[config.mk]
export PLATFORM = sky130hd
export DESIGN_NAME = dual_mult_mac_ctrl_flat
export DESIGN_NICKNAME = d
export VERILOG_FILES = /design/src/rtl/dual_mac_pkg.sv /design/src/rtl/dual_mult_mac_ctrl_if.sv /design/src/rtl/dual_mult_mac_ctrl.sv /design/src/flat_wrapper.sv
export SDC_FILE = /design/constraint.sdc
export NUM_CORES = 1
export LEC_CHECK = 0
export BUFFER_PORTS_ARGS = -buffer_cell sky130_fd_sc_hd__buf_2
export CORE_ASPECT_RATIO = 1.1
export CORE_UTILIZATION = 51
export DETAILED_ROUTE_END_ITERATION = 8
export GPL_TIMING_DRIVEN = 0
export PLACE_DENSITY = 0.78
export SYNTH_ARGS = -nofsm -noshare
export SYNTH_HDL_FRONTEND = slang
export SYNTH_SLANG_ARGS = --single-unit
export TNS_END_PERCENT = 20
[constraint.sdc]
create_clock -name clk -period 3 [get_ports clk]
set_input_delay 0.3 -clock clk [delete_from_list [all_inputs] [get_ports clk]]
set_output_delay 0.3 -clock clk [all_outputs]
set_load 0.03 [all_outputs]
[src/rtl/dual_mac_pkg.sv]
// Shared parameters, FSM state type and bus payload types for the dual
// multiplier MAC controller and its multiplier datapath.
package dual_mac_pkg;

    localparam int unsigned DATA_W      = 8;   // operand width (a, b signed; c unsigned)
    localparam int unsigned PROD_W      = 16;  // signed product width
    localparam int unsigned ACC_W       = 32;  // signed accumulator width, wraps
    localparam int unsigned LEN_W       = 9;   // command length width, lengths 0..256
    localparam int unsigned MULT_LAT    = 4;   // multiplier en -> valid_out latency
    localparam int unsigned WDOG_CYCLES = 2 * MULT_LAT;
    localparam int unsigned WDOG_W      = $clog2(WDOG_CYCLES + 1);

    typedef enum logic [1:0] {
        IDLE  = 2'd0,
        RUN   = 2'd1,
        DRAIN = 2'd2,
        DONE  = 2'd3
    } state_t;

    // One operand triple as issued to the multiplier.
    typedef struct packed {
        logic signed [DATA_W-1:0] a;
        logic signed [DATA_W-1:0] b;
        logic        [DATA_W-1:0] c;
    } operand_t;

    // One product pair as returned by the multiplier.
    typedef struct packed {
        logic signed [PROD_W-1:0] ac;
        logic signed [PROD_W-1:0] bc;
    } product_t;

    // Sign-extend a product to accumulator width.
    function automatic logic signed [ACC_W-1:0] sext_prod(input logic signed [PROD_W-1:0] p);
        return {{(ACC_W - PROD_W){p[PROD_W-1]}}, p};
    endfunction

endpackage

[src/rtl/dual_mult_mac_ctrl_if.sv]
// Controller <-> dsp_dual_mult bus.
//   master (controller): drives m_rst, m_en, m_a, m_b, m_c; receives m_ac, m_bc, m_valid
//   slave  (multiplier): the reverse
interface dual_mult_mac_ctrl_if;
    import dual_mac_pkg::*;

    logic                     m_rst;
    logic                     m_en;
    logic signed [DATA_W-1:0] m_a;
    logic signed [DATA_W-1:0] m_b;
    logic        [DATA_W-1:0] m_c;
    logic signed [PROD_W-1:0] m_ac;
    logic signed [PROD_W-1:0] m_bc;
    logic                     m_valid;

    modport master (
        output m_rst, m_en, m_a, m_b, m_c,
        input  m_ac, m_bc, m_valid
    );

    modport slave (
        input  m_rst, m_en, m_a, m_b, m_c,
        output m_ac, m_bc, m_valid
    );

endinterface

[src/rtl/dual_mult_mac_ctrl.sv]
// Sequencing controller for a shared dsp_dual_mult: takes a term count, streams
// operand triples into the multiplier and accumulates both product streams into
// a pair of dot products returned on a valid/ready result port.
// Ports:
//   clk, rst_n              clock, async active-low reset
//   start, cmd_len          command strobe / term count (accepted in IDLE only)
//   in_valid/in_ready       operand beat handshake; in_a, in_b signed, in_c unsigned
//   m                       multiplier bus (master side)
//   out_valid/out_ready     result handshake; out_acc_a, out_acc_b signed sums
//   busy, err               not-idle indicator, sticky protocol error
module dual_mult_mac_ctrl
    import dual_mac_pkg::*;
(
    input  logic                      clk,
    input  logic                      rst_n,
    input  logic                      start,
    input  logic        [LEN_W-1:0]   cmd_len,
    input  logic                      in_valid,
    output logic                      in_ready,
    input  logic signed [DATA_W-1:0]  in_a,
    input  logic signed [DATA_W-1:0]  in_b,
    input  logic        [DATA_W-1:0]  in_c,
    dual_mult_mac_ctrl_if.master      m,
    output logic                      out_valid,
    input  logic                      out_ready,
    output logic signed [ACC_W-1:0]   out_acc_a,
    output logic signed [ACC_W-1:0]   out_acc_b,
    output logic                      busy,
    output logic                      err
);

    state_t                   state_q, state_d;
    logic [LEN_W-1:0]         len_q, len_d;
    logic [LEN_W-1:0]         issue_q, issue_d;
    logic [LEN_W-1:0]         ret_q, ret_d;
    logic [WDOG_W-1:0]        wdog_q, wdog_d;
    logic signed [ACC_W-1:0]  acc_a_q, acc_a_d;
    logic signed [ACC_W-1:0]  acc_b_q, acc_b_d;
    logic                     err_q, err_d;
    logic                     in_ready_d, out_valid_d, busy_d;
    logic                     flush_c;
    logic                     acc_ok_c;

    // State and datapath registers.
    always_ff @(posedge clk or negedge rst_n) begin
        if (!rst_n) begin
            state_q   <= IDLE;
            len_q     <= '0;
            issue_q   <= '0;
            ret_q     <= '0;
            wdog_q    <= '0;
            acc_a_q   <= '0;
            acc_b_q   <= '0;
            err_q     <= 1'b0;
            in_ready  <= 1'b0;
            out_valid <= 1'b0;
            busy      <= 1'b0;
        end else begin
            state_q   <= state_d;
            len_q     <= len_d;
            issue_q   <= issue_d;
            ret_q     <= ret_d;
            wdog_q    <= wdog_d;
            acc_a_q   <= acc_a_d;
            acc_b_q   <= acc_b_d;
            err_q     <= err_d;
            in_ready  <= in_ready_d;
            out_valid <= out_valid_d;
            busy      <= busy_d;
        end
    end

    // Next state, accumulation and registered-output decode.
    always_comb begin
        state_d = state_q;
        len_d   = len_q;
        issue_d = issue_q;
        ret_d   = ret_q;
        wdog_d  = wdog_q;
        acc_a_d = acc_a_q;
        acc_b_d = acc_b_q;
        err_d   = err_q;
        flush_c = 1'b0;

        // A result only counts if a matching issue is still outstanding.
        acc_ok_c = m.m_valid && (state_q == RUN || state_q == DRAIN) && (ret_q != issue_q);
        if (acc_ok_c) begin
            acc_a_d = acc_a_q + sext_prod(m.m_ac);
            acc_b_d = acc_b_q + sext_prod(m.m_bc);
            ret_d   = ret_q + LEN_W'(1);
        end

        unique case (state_q)
            IDLE: begin
                if (start) begin
                    len_d   = cmd_len;
                    issue_d = '0;
                    ret_d   = '0;
                    wdog_d  = '0;
                    acc_a_d = '0;
                    acc_b_d = '0;
                    if (cmd_len == '0) begin
                        state_d = DONE;
                    end else begin
                        err_d   = 1'b0;
                        flush_c = 1'b1;
                        state_d = RUN;
                    end
                end
            end
            RUN: begin
                if (in_valid) begin
                    issue_d = issue_q + LEN_W'(1);
                    if (issue_d == len_q) begin
                        state_d = DRAIN;
                        wdog_d  = '0;
                    end
                end
            end
            DRAIN: begin
                // The last result is folded in on the same edge that enters DONE.
                if (acc_ok_c && ret_d == len_q) begin
                    state_d = DONE;
                end else if (m.m_valid) begin
                    wdog_d = '0;
                end else if (wdog_q == WDOG_W'(WDOG_CYCLES - 1)) begin
                    err_d   = 1'b1;
                    state_d = DONE;
                end else begin
                    wdog_d = wdog_q + WDOG_W'(1);
                end
            end
            DONE: begin
                if (out_ready) begin
                    state_d = IDLE;
                end
            end
            default: state_d = IDLE;
        endcase

        if (m.m_valid && !acc_ok_c) begin
            err_d = 1'b1;
        end

        in_ready_d  = (state_d == RUN);
        out_valid_d = (state_d == DONE);
        busy_d      = (state_d != IDLE);
    end

    // Multiplier issue is a direct pass-through of the operand stream.
    assign m.m_rst    = ~rst_n | flush_c;
    assign m.m_en     = (state_q == RUN) & in_valid;
    assign m.m_a      = in_a;
    assign m.m_b      = in_b;
    assign m.m_c      = in_c;

    assign out_acc_a  = acc_a_q;
    assign out_acc_b  = acc_b_q;
    assign err        = err_q;

endmodule

[src/flat_wrapper.sv]
// flat-port wrapper written by rule: the top's interface ports become plain ports
module dual_mult_mac_ctrl_flat import dual_mac_pkg::*;
  (clk, rst_n, start, cmd_len, in_valid, in_ready, in_a, in_b, in_c, out_valid, out_ready, out_acc_a, out_acc_b, busy, err, m_m_rst, m_m_en, m_m_a, m_m_b, m_m_c, m_m_ac, m_m_bc, m_m_valid);
  dual_mult_mac_ctrl_if m_i ();
  input  logic clk;
  input  logic rst_n;
  input  logic start;
  input  logic        [LEN_W-1:0] cmd_len;
  input  logic in_valid;
  output logic in_ready;
  input  logic signed [DATA_W-1:0] in_a;
  input  logic signed [DATA_W-1:0] in_b;
  input  logic        [DATA_W-1:0] in_c;
  output logic out_valid;
  input  logic out_ready;
  output logic signed [ACC_W-1:0] out_acc_a;
  output logic signed [ACC_W-1:0] out_acc_b;
  output logic busy;
  output logic err;
  output wire logic [$bits(m_i.m_rst)-1:0] m_m_rst;
  output wire logic [$bits(m_i.m_en)-1:0] m_m_en;
  output wire logic [$bits(m_i.m_a)-1:0] m_m_a;
  output wire logic [$bits(m_i.m_b)-1:0] m_m_b;
  output wire logic [$bits(m_i.m_c)-1:0] m_m_c;
  input wire logic [$bits(m_i.m_ac)-1:0] m_m_ac;
  input wire logic [$bits(m_i.m_bc)-1:0] m_m_bc;
  input wire logic [$bits(m_i.m_valid)-1:0] m_m_valid;
  assign m_m_rst = m_i.m_rst;
  assign m_m_en = m_i.m_en;
  assign m_m_a = m_i.m_a;
  assign m_m_b = m_i.m_b;
  assign m_m_c = m_i.m_c;
  assign m_i.m_ac = m_m_ac;
  assign m_i.m_bc = m_m_bc;
  assign m_i.m_valid = m_m_valid;
  dual_mult_mac_ctrl u_core (.clk(clk), .rst_n(rst_n), .start(start), .cmd_len(cmd_len), .in_valid(in_valid), .in_ready(in_ready), .in_a(in_a), .in_b(in_b), .in_c(in_c), .m(m_i), .out_valid(out_valid), .out_ready(out_ready), .out_acc_a(out_acc_a), .out_acc_b(out_acc_b), .busy(busy), .err(err));
endmodule
# After elaboration in Yosys (flattened, before gate mapping)
# Cells that the tools add are included.
dict set report totals {
  register_bits 101
  wordCells 92
  out_inout_bits 94
  input_bits 71
}
dict set report op_classes {
  n_reduce_logical 16
  muxes 38
  n_eq_ne 19
  n_bitwise 3
  n_addsub 5
}
# op n
set op_table {}
lappend op_table {{$mux 32} 6}
lappend op_table {{$add 32x16->32} 2}
lappend op_table {{$mux 9} 5}
lappend op_table {{$mux 4} 6}
lappend op_table {{$add 9x1->9 const B} 2}
lappend op_table {{$eq 9x9->1} 2}
lappend op_table {{$pmux 9 s2} 1}
lappend op_table {{$mux 2} 8}
lappend op_table {{$ne 3x3->1 const B} 5}
lappend op_table {{$pmux 4 s3} 1}
lappend op_table {{$reduce_and 6->1} 2}
lappend op_table {{$logic_not 9->1} 1}
lappend op_table {{$mux 1} 9}
lappend op_table {{$ne 9x9->1} 1}
lappend op_table {{$ne 2x2->1 const B} 4}
lappend op_table {{$pmux 2 s4} 1}
lappend op_table {{$eq 2x2->1 const B} 3}
lappend op_table {{$reduce_bool 3->1} 2}
lappend op_table {{$add 4x1->4 const B} 1}
lappend op_table {{$eq 2x1->1 const B} 2}
lappend op_table {{$eq 4x3->1 const B} 1}
lappend op_table {{$logic_and 1x1->1} 4}
lappend op_table {{$reduce_bool 2->1} 2}
lappend op_table {{$ne 3x2->1 const B} 1}
lappend op_table {{other kinds (9)} 9}

# Depth between registers and ports, before layout
dict set report logic_depth {
  depth_word 10
  mapped_depth 12
  mapped_depth_nobuf 11
}

# Worst setup path before layout
# Ideal clock, no wire load.
dict set report synth_timing {
  path_type {register -> register}
  start {register u_core.acc_b_q[0] (netlist: u_core.out_acc_b[0])}
  end {register u_core.acc_b_q[30] (netlist: u_core.out_acc_b[30])}
  n_path_buf 0
  setup_slack_ps 7
  arrival_time_ps 2856
  path_stages_with_launch 12
  setup_time_ps 137
  period_less_slack_ps 2993
  required_ps 2863
  path_cell_list {dfrtp_1 > ha_1 > fa_1 > a21o_1 > a311o_1 > a21oi_1 > nor3_1 > a221oi_1 > a21oi_1 > a21boi_0 > xor2_1 > a21oi_1}
}
dict set report synth_via {
  elab_chain_cells 4
}
# element line
set synth_rtl {}
lappend synth_rtl {{from (decl)} dual_mult_mac_ctrl.sv:38} ;# logic signed [ACC_W-1:0] acc_b_q, acc_b_d;
lappend synth_rtl {{from (signal assigned)} dual_mult_mac_ctrl.sv:53} ;# acc_b_q <= '0;
lappend synth_rtl {{from (signal assigned)} dual_mult_mac_ctrl.sv:65} ;# acc_b_q <= acc_b_d;
lappend synth_rtl {{$add 32x16->32 (*)} dual_mult_mac_ctrl.sv:89} ;# acc_b_d = acc_b_q + sext_prod(m.m_bc);
lappend synth_rtl {{$mux 32 (*)} dual_mult_mac_ctrl.sv:87} ;# if (acc_ok_c) begin
lappend synth_rtl {{$mux 32} dual_mult_mac_ctrl.sv:95} ;# if (start) begin
lappend synth_rtl {{$mux 32 (*)} dual_mult_mac_ctrl.sv:93} ;# unique case (state_q)
lappend synth_rtl {{named net u_core.acc_b_d[30]} dual_mult_mac_ctrl.sv:38}
# The timed path passes the listed nets; every way through them passes the cells marked *.
# A chain may end at the register's enable or synchronous reset.

# Final worst setup path
dict set report layout_timing {
  start {register u_core.issue_q[6]}
  end {register u_core.acc_a_q[31] (netlist: u_core.out_acc_a[31])}
}
dict set report layout_via {
  elab_chain_cells 5
}
# element line
set layout_rtl {}
lappend layout_rtl {{from (decl)} dual_mult_mac_ctrl.sv:34} ;# logic [LEN_W-1:0] issue_q, issue_d;
lappend layout_rtl {{from (signal assigned)} dual_mult_mac_ctrl.sv:61} ;# issue_q <= issue_d;
lappend layout_rtl {{$ne 9x9->1 (*)} dual_mult_mac_ctrl.sv:86} ;# acc_ok_c = m.m_valid && (state_q == RUN || state_q == DRAIN) && (ret_q != issue_q);
lappend layout_rtl {{$logic_and 1x1->1 (*)} dual_mult_mac_ctrl.sv:86}
lappend layout_rtl {{$mux 32 (*)} dual_mult_mac_ctrl.sv:87}
lappend layout_rtl {{$mux 32} dual_mult_mac_ctrl.sv:95}
lappend layout_rtl {{$mux 32 (*)} dual_mult_mac_ctrl.sv:93}
lappend layout_rtl {{named net u_core.acc_a_d[31]} dual_mult_mac_ctrl.sv:37} ;# logic signed [ACC_W-1:0] acc_a_q, acc_a_d;
lappend layout_rtl {{to (signal assigned)} dual_mult_mac_ctrl.sv:52} ;# acc_a_q <= '0;
lappend layout_rtl {{to (signal assigned)} dual_mult_mac_ctrl.sv:64} ;# acc_a_q <= acc_a_d;
lappend layout_rtl {{to (decl)} dual_mult_mac_ctrl.sv:37}
# Marked as above.

==> results.tsv <==
metric	value	unit
status	finished with violations	
violations	setup timing	
wire_per_inst	16.4	um
drv_slew	0	
cts_sinks	101	
design_area	9790	um2
synth_flop_cell	dfrtp_1	
antenna_found_initial	0	
yosys_register_bits	101	
finalHoldViolCount	0	
fin_tns_setup	-0.00823	ns
synth.most_common_cell	nand2_1	
placedInstanceArea	9180	um2
syn_nets	1134	
synth_cell_types	75	
hp-start	cmd_len[1]	
die_h	135	um
htreeDepth	3	
cp_max_fo	10	
clock-root-buffer	clkbuf_16	
post-dp-hpwl	16200	um
track_usage	27.0	%
die-area	16600	um2
n_fill_cell	1397	
drive_gt1_share	21.1	%
synth.area.top_cells	dfrtp_1 31%, ha_1 11%, nand2_1 7.0%	
grt_pass1_vias	7350	
max_cap_viol_count	0	
cts_tree	built	
irDropWorstVdd	0.564	mV
routed_via_density	5.80	
required	3.24	ns
critical_path_class	register to register	
reg2reg_setup_slack	-0.008	ns
postSynthCellCount	992	
clock_path_buffers	2	
fmax	332	MHz
coreArea	15700	um2
rsz0062_at_grt	yes	
synthTopCellsByCount	153 x nand2_1, 103 x a21oi_1, 101 x dfrtp_1	
initial_core_util	52.3	%
synth_edf_count	0	
avgSynthCellArea	8.26	um2
p_seq_share	22.8	%
grt_overflow_total	0	
clock_power_share	12.2	%
gp_congestion	0.901	
syn2layout_area_growth	19.5	%
routed_wl	22200	um
fin_worst_skew	0.00979	ns
reg2regPathDepth	10	
finalSetupViolCount	1	
hold_path.class	input port to register	
r2r-start	u_core.issue_q[6]	
cts_made_buffers	9	
critPathCaptureType	register	
io_buffers	140	
p_leak	4.81	nW
dr.first_iter.drc_count	400	
critical_path.startpoint_type	register	
ys_async_sr_fraction	100	%
ant_nets	0	
switching_share	50.9	%
r2r-end	u_core.out_acc_a[31]	
drc_errors	0	
max_slew_margin	51.7	%
dr.pass1.iters	5	
p_comb_share	65.0	%
p_int	0.00505	W
switchingPower	0.00524	W
yosys.area.top_type_share	30.8	%
ys_seq_area_share	30.8	%
pre_cts_slack	-0.382	ns
clock_latency	0.36	ns
synth_top_cell_by_area	dfrtp_1	
final_nets	1292	
synth_area	8190	um2
num_antenna_cells	0	
worst_slew_pin_slew	0.724	ns
finalWorstSetupSlack	-0.00823	ns
pin_count	165	
cp_data_arrival_time	3.25	ns
grt_max_degree	56	
whs	0.141	ns
via_count	7859	
std_cell_rows	48	
grt_pass1_wl	35200	um
min_period_over_period	100	%
whs_path_depth	3	
min_period	3.01	ns
clk_pin_slew	0.07	ns
worstHoldEndpoint	u_core.len_q[1]	
die_width	123	um
p_per_area	1050	nW/um2
synth_warnings	0	
-- cells in the final DEF (no fill, tap or decap), drive strengths merged, types with 7 or more instances in the layout --
| master | instances |
|---|---|
| a211o | 7 |
| a211oi | 19 |
| a21o | 31 |
| a21oi | 103 |
| a31oi | 11 |
| and2 | 9 |
| and3 | 13 |
| buf | 182 |
| clkbuf | 40 |
| dfrtp | 101 |
| ha | 69 |
| inv | 24 |
| nand2 | 153 |
| nand2b | 13 |
| nand3 | 35 |
| nand4 | 9 |
| nor2 | 60 |
| nor2b | 9 |
| nor3 | 16 |
| o21a | 8 |
| o21ai | 55 |
| o21bai | 11 |
| o31ai | 7 |
| xnor2 | 37 |
| xor2 | 41 |
-- layer usage --
metal  share of wire [%]  wire (um)  global-route usage (%)
met1                  44       9840                    34.9
met5                   0          0                       0
met3                 5.8       1300                    4.90
met2                  47      10500                    43.9
met4                 2.7        603                    11.8
-- final cells by class --
cell class	count	area, um2	share of cell area, %
multi-input combinational	802	5460	55.7
sequential	101	2530	25.8
timing repair buffer	149	793	8.10
buffer	64	367	3.74
tap	200	250	2.55
clock buffer	10	239	2.44
inverter	23	86.3	0.881
clock inverter	6	71.3	0.728
-- what timing repair did --
item / in CTS / in global routing
buffers inserted: 3 / 4
hold buffers: 1 / 0
hold endpoints to repair: 44 / 0
gates cloned: 0 / 0
endpoints found under the setup margin: 19 / 38
pin swaps: 1 / 10
gates resized for setup: 16 / 40
-- worst max path at each step --
stage / slack, ns / end / cells after the start / from
5_1_grt: -0.07 / u_core.wdog_q[1] / 11 / u_core.issue_q[6]
2_1_floorplan: 0.007 / u_core.out_acc_b[30] / 11 / u_core.out_acc_b[0]
4_1_cts: -0.04 / u_core.wdog_q[1] / 11 / u_core.state_q[0]
3_3_place_gp: -0.35 / u_core.out_acc_b[30] / 12 / m_m_bc[0]
3_5_place_dp: -0.38 / u_core.out_acc_b[30] / 12 / m_m_bc[0]
6_report: -0.008 / u_core.out_acc_a[31] / 10 / u_core.issue_q[6]
-- through the flow --
| step | instances | total power (W) | utilization [%] |
|---|---|---|---|
| finish | 1355 | 0.0103 | 62.5 |
| global route | 1355 | 0.0111 | 62.5 |
| detailed placement | 1333 | 0.00864 | 58.5 |
| floorplan | 992 | 0.00703 | - |
| global placement | 1332 | 0.00850 | 58.3 |
| CTS | 1351 | 0.0100 | 61.1 |
-- logic make-up (layout without fill, tap and decap cells) --
| family | Yosys count | after routing | share of synthesized area, % |
|---|---|---|---|
| DFF | 101 | 101 | 30.8 |
| adders and majority gates | 71 | 71 | 11.0 |
| and+or+nand+nor | 350 | 350 | 20.2 |
| AOI/OAI and AO/OA | 296 | 296 | 23.1 |
| muxes | 6 | 6 | 0.733 |
| xor gates and xnor gates | 79 | 79 | 8.61 |
| buffers and inverters | 89 | 252 | 5.51 |
-- critical path, cell delays in order (launching register included) --
cell and delay, ns:
dfrtp_1 0.37, buf_6 0.14, xor2_1 0.17, nor4_4 0.42, nand3_2 0.20, nand2_1 0.14, clkbuf_1 0.43, clkbuf_1 0.58
nor2_1 0.15, o22ai_1 0.19, nand3_1 0.09
-- power by group through the flow --
stage                     logic (W)  clock network, W  registers (W)
after floorplan             0.00398                 0        0.00304
after global placement      0.00615                 0        0.00235
after detailed placement    0.00628                 0        0.00236
after CTS                   0.00642           0.00127        0.00233
after global routing        0.00735           0.00132        0.00242
final                       0.00669           0.00126        0.00235
-- flip-flops by register name (all words and copies together), names as in the netlist --
register          count
u_core.busy           1
u_core.out_valid      1
u_core.err            1
u_core.wdog_q         4
u_core.issue_q        9
u_core.out_acc_b     32
u_core.ret_q          9
u_core.in_ready       1
u_core.state_q        2
u_core.len_q          9
u_core.out_acc_a     32
Power figures use the tool's default switching activity.
